File: config.mk
export PLATFORM = sky130hd
export DESIGN_NAME = upc_tag_tx
export DESIGN_NICKNAME = d
export VERILOG_FILES = /design/src/rtl/upc_tag_tx.sv
export SDC_FILE = /design/constraint.sdc
export NUM_CORES = 1
export LEC_CHECK = 0
export ABC_AREA = 1
export ABC_CLOCK_PERIOD_IN_PS = 1900
export CAP_MARGIN = 20
export CORE_ASPECT_RATIO = 1.1
export CORE_MARGIN = 5
export CORE_UTILIZATION = 45
export DETAILED_ROUTE_END_ITERATION = 10
export PLACE_DENSITY_LB_ADDON = 0.05
export SLEW_MARGIN = 20
export SYNTH_ARGS = -nofsm -noshare
export SYNTH_HDL_FRONTEND = slang
export SYNTH_SLANG_ARGS = --single-unit
File: constraint.sdc
create_clock -name clk -period 1.9 [get_ports clk]
set_clock_uncertainty 0.2 [all_clocks]
set_input_delay 0.38 -clock clk [delete_from_list [all_inputs] [get_ports clk]]
set_output_delay 0.38 -clock clk [all_outputs]
set_load 0.02 [all_outputs]
File: src/rtl/upc_tag_tx.sv
// upc_tag_tx: serial transmitter for {U,P,C}+mark item tags.
// Each accepted tag is sent LSB first on an idle-high line as
// start(0), data bits, even parity, stop(1), each held BIT_CYCLES clocks.
// Optional build macro UPC_TX_CLASS_EN appends two class bits
// (discounted, stolen) to the data field.
module upc_tag_tx #(
   parameter int unsigned BIT_CYCLES = 4,
   localparam int unsigned CNT_W = $clog2(BIT_CYCLES + 1)
) (
   input  logic       clk,
   input  logic       reset_n,
   input  logic       tag_valid,
   input  logic [2:0] tag_upc,
   input  logic       tag_mark,
   output logic       tag_ready,
   output logic       tx,
   output logic       busy,
   output logic       frame_done
);

`ifdef UPC_TX_CLASS_EN
   localparam int unsigned DATA_W = 6;
`else
   localparam int unsigned DATA_W = 4;
`endif
   localparam int unsigned IDX_W = $clog2(DATA_W);
   localparam logic [IDX_W-1:0] LAST_IDX = IDX_W'(DATA_W - 1);
   localparam logic [CNT_W-1:0] CNT_LAST = CNT_W'(BIT_CYCLES - 1);

   typedef enum logic [2:0] {
      IDLE   = 3'd0,
      START  = 3'd1,
      DATA   = 3'd2,
      PARITY = 3'd3,
      STOP   = 3'd4
   } state_t;

   state_t              state, nxt_state;
   logic [CNT_W-1:0]    cnt, nxt_cnt;
   logic [DATA_W-1:0]   sreg, nxt_sreg;
   logic [IDX_W-1:0]    bidx, nxt_bidx;
   logic                par, nxt_par;
   logic                nxt_tx, nxt_busy, nxt_ready, nxt_done;
   logic                bit_end;
   logic [DATA_W-1:0]   tag_word;

   // Data field in transmit order: bit0 goes out first.
`ifdef UPC_TX_CLASS_EN
   logic disc, stolen;
   always_comb begin
      disc     = tag_upc[1] | (tag_upc[2] & tag_upc[0]);
      stolen   = (tag_upc[2] | ~tag_upc[0]) & ~tag_upc[1] & ~tag_mark;
      tag_word = {stolen, disc, tag_upc, tag_mark};
   end
`else
   always_comb begin
      tag_word = {tag_upc, tag_mark};
   end
`endif

   // State, counters and registered outputs.
   always_ff @(posedge clk or negedge reset_n) begin
      if (!reset_n) begin
         state      <= IDLE;
         cnt        <= '0;
         sreg       <= '0;
         bidx       <= '0;
         par        <= 1'b0;
         tx         <= 1'b1;
         busy       <= 1'b0;
         tag_ready  <= 1'b1;
         frame_done <= 1'b0;
      end else begin
         state      <= nxt_state;
         cnt        <= nxt_cnt;
         sreg       <= nxt_sreg;
         bidx       <= nxt_bidx;
         par        <= nxt_par;
         tx         <= nxt_tx;
         busy       <= nxt_busy;
         tag_ready  <= nxt_ready;
         frame_done <= nxt_done;
      end
   end

   // Next-state, bit timing, shifting and next output values.
   always_comb begin
      nxt_state = state;
      nxt_cnt   = cnt;
      nxt_sreg  = sreg;
      nxt_bidx  = bidx;
      nxt_par   = par;
      nxt_done  = 1'b0;
      nxt_tx    = 1'b1;
      bit_end   = (cnt == CNT_LAST);

      // Bit-period counter free-runs outside IDLE, wrapping at each bit boundary.
      if (state != IDLE) begin
         nxt_cnt = bit_end ? '0 : cnt + CNT_W'(1);
      end

      case (state)
         IDLE: begin
            nxt_cnt = '0;
            if (tag_valid) begin
               nxt_sreg  = tag_word;
               nxt_par   = ^tag_word;
               nxt_bidx  = '0;
               nxt_state = START;
            end
         end
         START: begin
            if (bit_end) nxt_state = DATA;
         end
         DATA: begin
            if (bit_end) begin
               if (bidx == LAST_IDX) begin
                  nxt_state = PARITY;
               end else begin
                  nxt_sreg = {1'b0, sreg[DATA_W-1:1]};
                  nxt_bidx = bidx + IDX_W'(1);
               end
            end
         end
         PARITY: begin
            if (bit_end) nxt_state = STOP;
         end
         STOP: begin
            if (bit_end) begin
               nxt_state = IDLE;
               nxt_done  = 1'b1;
            end
         end
         default: nxt_state = IDLE;
      endcase

      // Line level for the cycle following this edge.
      case (nxt_state)
         IDLE:    nxt_tx = 1'b1;
         START:   nxt_tx = 1'b0;
         DATA:    nxt_tx = nxt_sreg[0];
         PARITY:  nxt_tx = nxt_par;
         STOP:    nxt_tx = 1'b1;
         default: nxt_tx = 1'b1;
      endcase

      nxt_busy  = (nxt_state != IDLE);
      nxt_ready = (nxt_state == IDLE);
   end

endmodule

==> impl_results.md <==
* Remaining design rule violation count at 0
* Mean instance size in the synthesized netlist at 7.747 µm²
* Worst EP arrival at 1230 ps
* Cell with the biggest individual delay on the critical path: sky130_fd_sc_hd__clkdlybuf4s50_1
* Initial antenna violation count at 0
* Number of port buffers at 10
* Complex-gate fraction of the synthesized area at 0.05337
* Number of maximum-capacitance violations at 0
* Hold violation total from the final report at 0
* Power per cell area at 1449 nW/µm²
* Number of H-tree levels at 1
* Number of fillers in the final layout at 185
* RSZ-0062 raised after global routing: no
* Worst path top cell family by delay: buffers and inverters
* Slack of the worst reg-to-reg path at 230 ps
* Routed Antenna Nets at 0
* R2r worst-path depth at 8
* Placer's final routability congestion estimate at 0.8545
* Sequential cell area fraction in the yosys report at 0.4803
* Die outline width at 52.42 µm
* Crit path max fanout at 1
* Most common cell after layout, fill and taps aside: sky130_fd_sc_hd__nand2_1
* FP Rows at 16
* I/O pin cnt at 11
* Mapped Nets at 124
* Maximum clock frequency at 553.9 MHz
* Die outline area at 2970 µm²
* Remaining global-route overflow at 0
* Reg-to-reg critical path startpoint: bidx[0]$_DFFE_PN0P_
* Slew headroom at 0.8353
* Adder and majority cell fraction of the synthesized area at 0.02809
* Xor and xnor fraction of the mapped netlist area at 0
* Critical path start-end classification: register to output pin
* Max rail drop VDD at 0.9310 mV
* Via density per instance at 4.783
* Number of optimization iterations in the first detailed-route pass at 4
* Final-stage net count at 140
* # setup viols final at 0
* Share of synthesized area spent on multiplexers at 0
* Die Ht at 56.67 µm
* Worst reg2reg endpoint: bidx[0]$_DFFE_PN0P_
* Crit path buf inv count at 1
* Number of post-CTS setup repair buffers at 0
* Minimum period implied by the final worst setup slack at 1805 ps
* Maximum cell stage delay along the critical path at 590 ps
* Clk pin slew, worst setup/hold paths at 100 ps
* Class of the most critical hold timing path: input port to async pin
* Routed WL per cell at 10.99 µm
* Unique cell type count in the Yosys netlist at 20
* Result of the run: complete, no violations
* Final Max Slew Viols at 0
* Clk_lat worst skew at 300 ps
* Total power draw at 1.532 mW
* Vias in the first global route at 739
* Share of post-route cells with drive strength above 1 at 0.1538
* TNS Setup at 0 ps
* Final cycle utilization of the critical path at 0.9501
* Maximum buffer depth of the clock tree at 2
* Largest family of logic cells by synthesized area: simple AND/OR/NAND/NOR gates
* Count of state elements after synthesis at 17
* CTS Sinks at 17
* Cell depth of the worst setup path at 1
* Synthesis-to-layout area growth at 18.68%
* Placeable Area at 1842 µm²
* Commonest non-fill, non-tap cells in the layout: sky130_fd_sc_hd__nand2_1, sky130_fd_sc_hd__inv_1, sky130_fd_sc_hd__dfrtp_1
* DR iter-0 viols at 9
* Effective utilization at floorplan at 0.4837
* Post-Synthesis Cell Area at 890.9 µm²
* Pleak at 0.5618 nW
* Root buffer cell: sky130_fd_sc_hd__clkbuf_4
* Crit path launch type: register
* Critical path cell sequence: clkdlybuf4s50_1
* First-pass GRT wire length at 3.015 mm
* TritonCTS clock tree: yes
* All-layer global routing usage at 0.1386
* Startpoint of the worst setup timing path: busy$_DFF_PN0_
* Placed wire-length estimate after detailed placement at 1.337 mm
* Cells after Synth at 115
* Number of inserted diodes at 0
* TritonCTS Buffers at 3
* Area share of the largest cell type after synthesis at 0.4213
* Via count at 751
* Required time reported for the critical path endpoint at 1320 ps
* Cell type contributing the most total cell area after synthesis: sky130_fd_sc_hd__dfrtp_1
* Worst setup EP type: output pin
* Critical Path End: busy
* Transition at the pin with the smallest max-transition slack at 247.0 ps
* Maximum number of pins on one net before global-route repair at 18
* Biggest area contributors in the synthesized netlist: sky130_fd_sc_hd__dfrtp_1, sky130_fd_sc_hd__nand2_1, sky130_fd_sc_hd__nand3_1, sky130_fd_sc_hd__inv_1, sky130_fd_sc_hd__dfstp_2
* Post-synthesis simple-gate area fraction at 0.3483
* Post-Route WL at 1.725 mm
* Yosys warns at 0
-- registers in the layout, summed over array words and instances (netlist names) --
register and count:
state 3, cnt 3, tx 1, busy 1
tag_ready 1, par 1, bidx 2, frame_done 1
sreg 4
-- worst min path at each step --
stage / slack (ps) / startpoint / cells past startpoint / end
2_1_floorplan: -120 / reset_n / 0 / bidx[0]$_DFFE_PN0P_
3_3_place_gp: 230 / cnt[0]$_DFF_PN0_ / 1 / cnt[0]$_DFF_PN0_
3_5_place_dp: 230 / cnt[0]$_DFF_PN0_ / 1 / cnt[0]$_DFF_PN0_
4_1_cts: 180 / reset_n / 2 / cnt[1]$_DFF_PN0_
5_1_grt: 190 / reset_n / 2 / cnt[1]$_DFF_PN0_
6_report: 180 / reset_n / 2 / cnt[0]$_DFF_PN0_
-- cells in the mapped netlist --
| library cell | n |
|---|---|
| sky130_fd_sc_hd__o21a_1 | 1 |
| sky130_fd_sc_hd__dfrtp_1 | 15 |
| sky130_fd_sc_hd__nand3_1 | 13 |
| sky130_fd_sc_hd__nor3_1 | 2 |
| sky130_fd_sc_hd__ha_1 | 2 |
| sky130_fd_sc_hd__nand4_1 | 1 |
| sky130_fd_sc_hd__nor2_2 | 3 |
| sky130_fd_sc_hd__nand3_4 | 1 |
| sky130_fd_sc_hd__inv_2 | 4 |
| sky130_fd_sc_hd__nand3_2 | 1 |
| sky130_fd_sc_hd__nand2_2 | 3 |
| sky130_fd_sc_hd__dfstp_2 | 2 |
| sky130_fd_sc_hd__a22oi_1 | 2 |
| sky130_fd_sc_hd__inv_1 | 16 |
| sky130_fd_sc_hd__nor4_1 | 1 |
| sky130_fd_sc_hd__o21ai_1 | 2 |
| sky130_fd_sc_hd__o21ai_0 | 3 |
| sky130_fd_sc_hd__nand2_1 | 32 |
| sky130_fd_sc_hd__nor2_1 | 10 |
| sky130_fd_sc_hd__clkinv_2 | 1 |
-- worst register-to-register path, cell delays in order, from the launching register on --
cell and delay, ps:
sky130_fd_sc_hd__dfrtp_1 410, sky130_fd_sc_hd__ha_1 230, sky130_fd_sc_hd__inv_1 70, sky130_fd_sc_hd__nand3_1 100
sky130_fd_sc_hd__nor2_2 190, sky130_fd_sc_hd__inv_2 80, sky130_fd_sc_hd__nand2_2 90, sky130_fd_sc_hd__o21ai_1 80
sky130_fd_sc_hd__o21a_1 100
-- cell type report --
type | instances | area (µm²) | area share
flip-flops and latches | 17 | 427.9 | 0.4047
multi-input cells | 77 | 382.9 | 0.3621
repair buffers | 11 | 105.1 | 0.09941
inverters | 21 | 80.08 | 0.07574
well taps | 27 | 33.78 | 0.03195
clock buffers | 3 | 22.52 | 0.02130
clock inverters | 1 | 5.005 | 0.004734
-- logic make-up (layout without fill, tap and decap cells) --
logic type / Yosys count / count (layout)
adders and majority gates: 2 / 2
buffers and inverters: 21 / 36
and+or+nand+nor: 67 / 67
DFF: 17 / 17
AOI/OAI and AO/OA: 8 / 8
-- stage by stage --
| step | util | cell area (µm²) | cells | setup WS (ps) | hold slack [ps] |
|---|---|---|---|---|---|
| 2_1_floorplan | - | 890.9 | 115 | 413.4 | -115.6 |
| 3_3_place_gp | 0.5605 | 1032 | 153 | 194.4 | 230.9 |
| 3_5_place_dp | 0.5605 | 1032 | 153 | 179.7 | 232.8 |
| 4_1_cts | 0.5740 | 1057 | 157 | 78.87 | 177.0 |
| 5_1_grt | 0.5740 | 1057 | 157 | 42.01 | 192.9 |
| 6_report | 0.5740 | 1057 | 157 | 94.75 | 181.5 |
-- power breakdown --
| group | total [mW] | internal [mW] | leakage (nW) | switching, mW |
|---|---|---|---|---|
| registers | 0.634 | 0.532 | 0.210 | 0.101 |
| logic | 0.694 | 0.262 | 0.334 | 0.432 |
| clock network | 0.204 | 0.0786 | 0.0177 | 0.125 |
-- timing repair --
| item | CTS | global route |
|---|---|---|
| gates resized for setup | 2 | 0 |
| hold buffers | 0 | 0 |
| endpoints found under the setup margin | 2 | 0 |
-- routing by layer --
| layer | GRT usage | wire length, µm | part of all wire |
|---|---|---|---|
| met1 | 0.1455 | 733 | 0.42 |
| met5 | 0 | 0 | 0 |
| met2 | 0.2305 | 869 | 0.50 |
| met3 | 0.03968 | 71 | 0.041 |
| met4 | 0.09489 | 51 | 0.030 |
No activity file was read; power rests on OpenSTA's default activity.
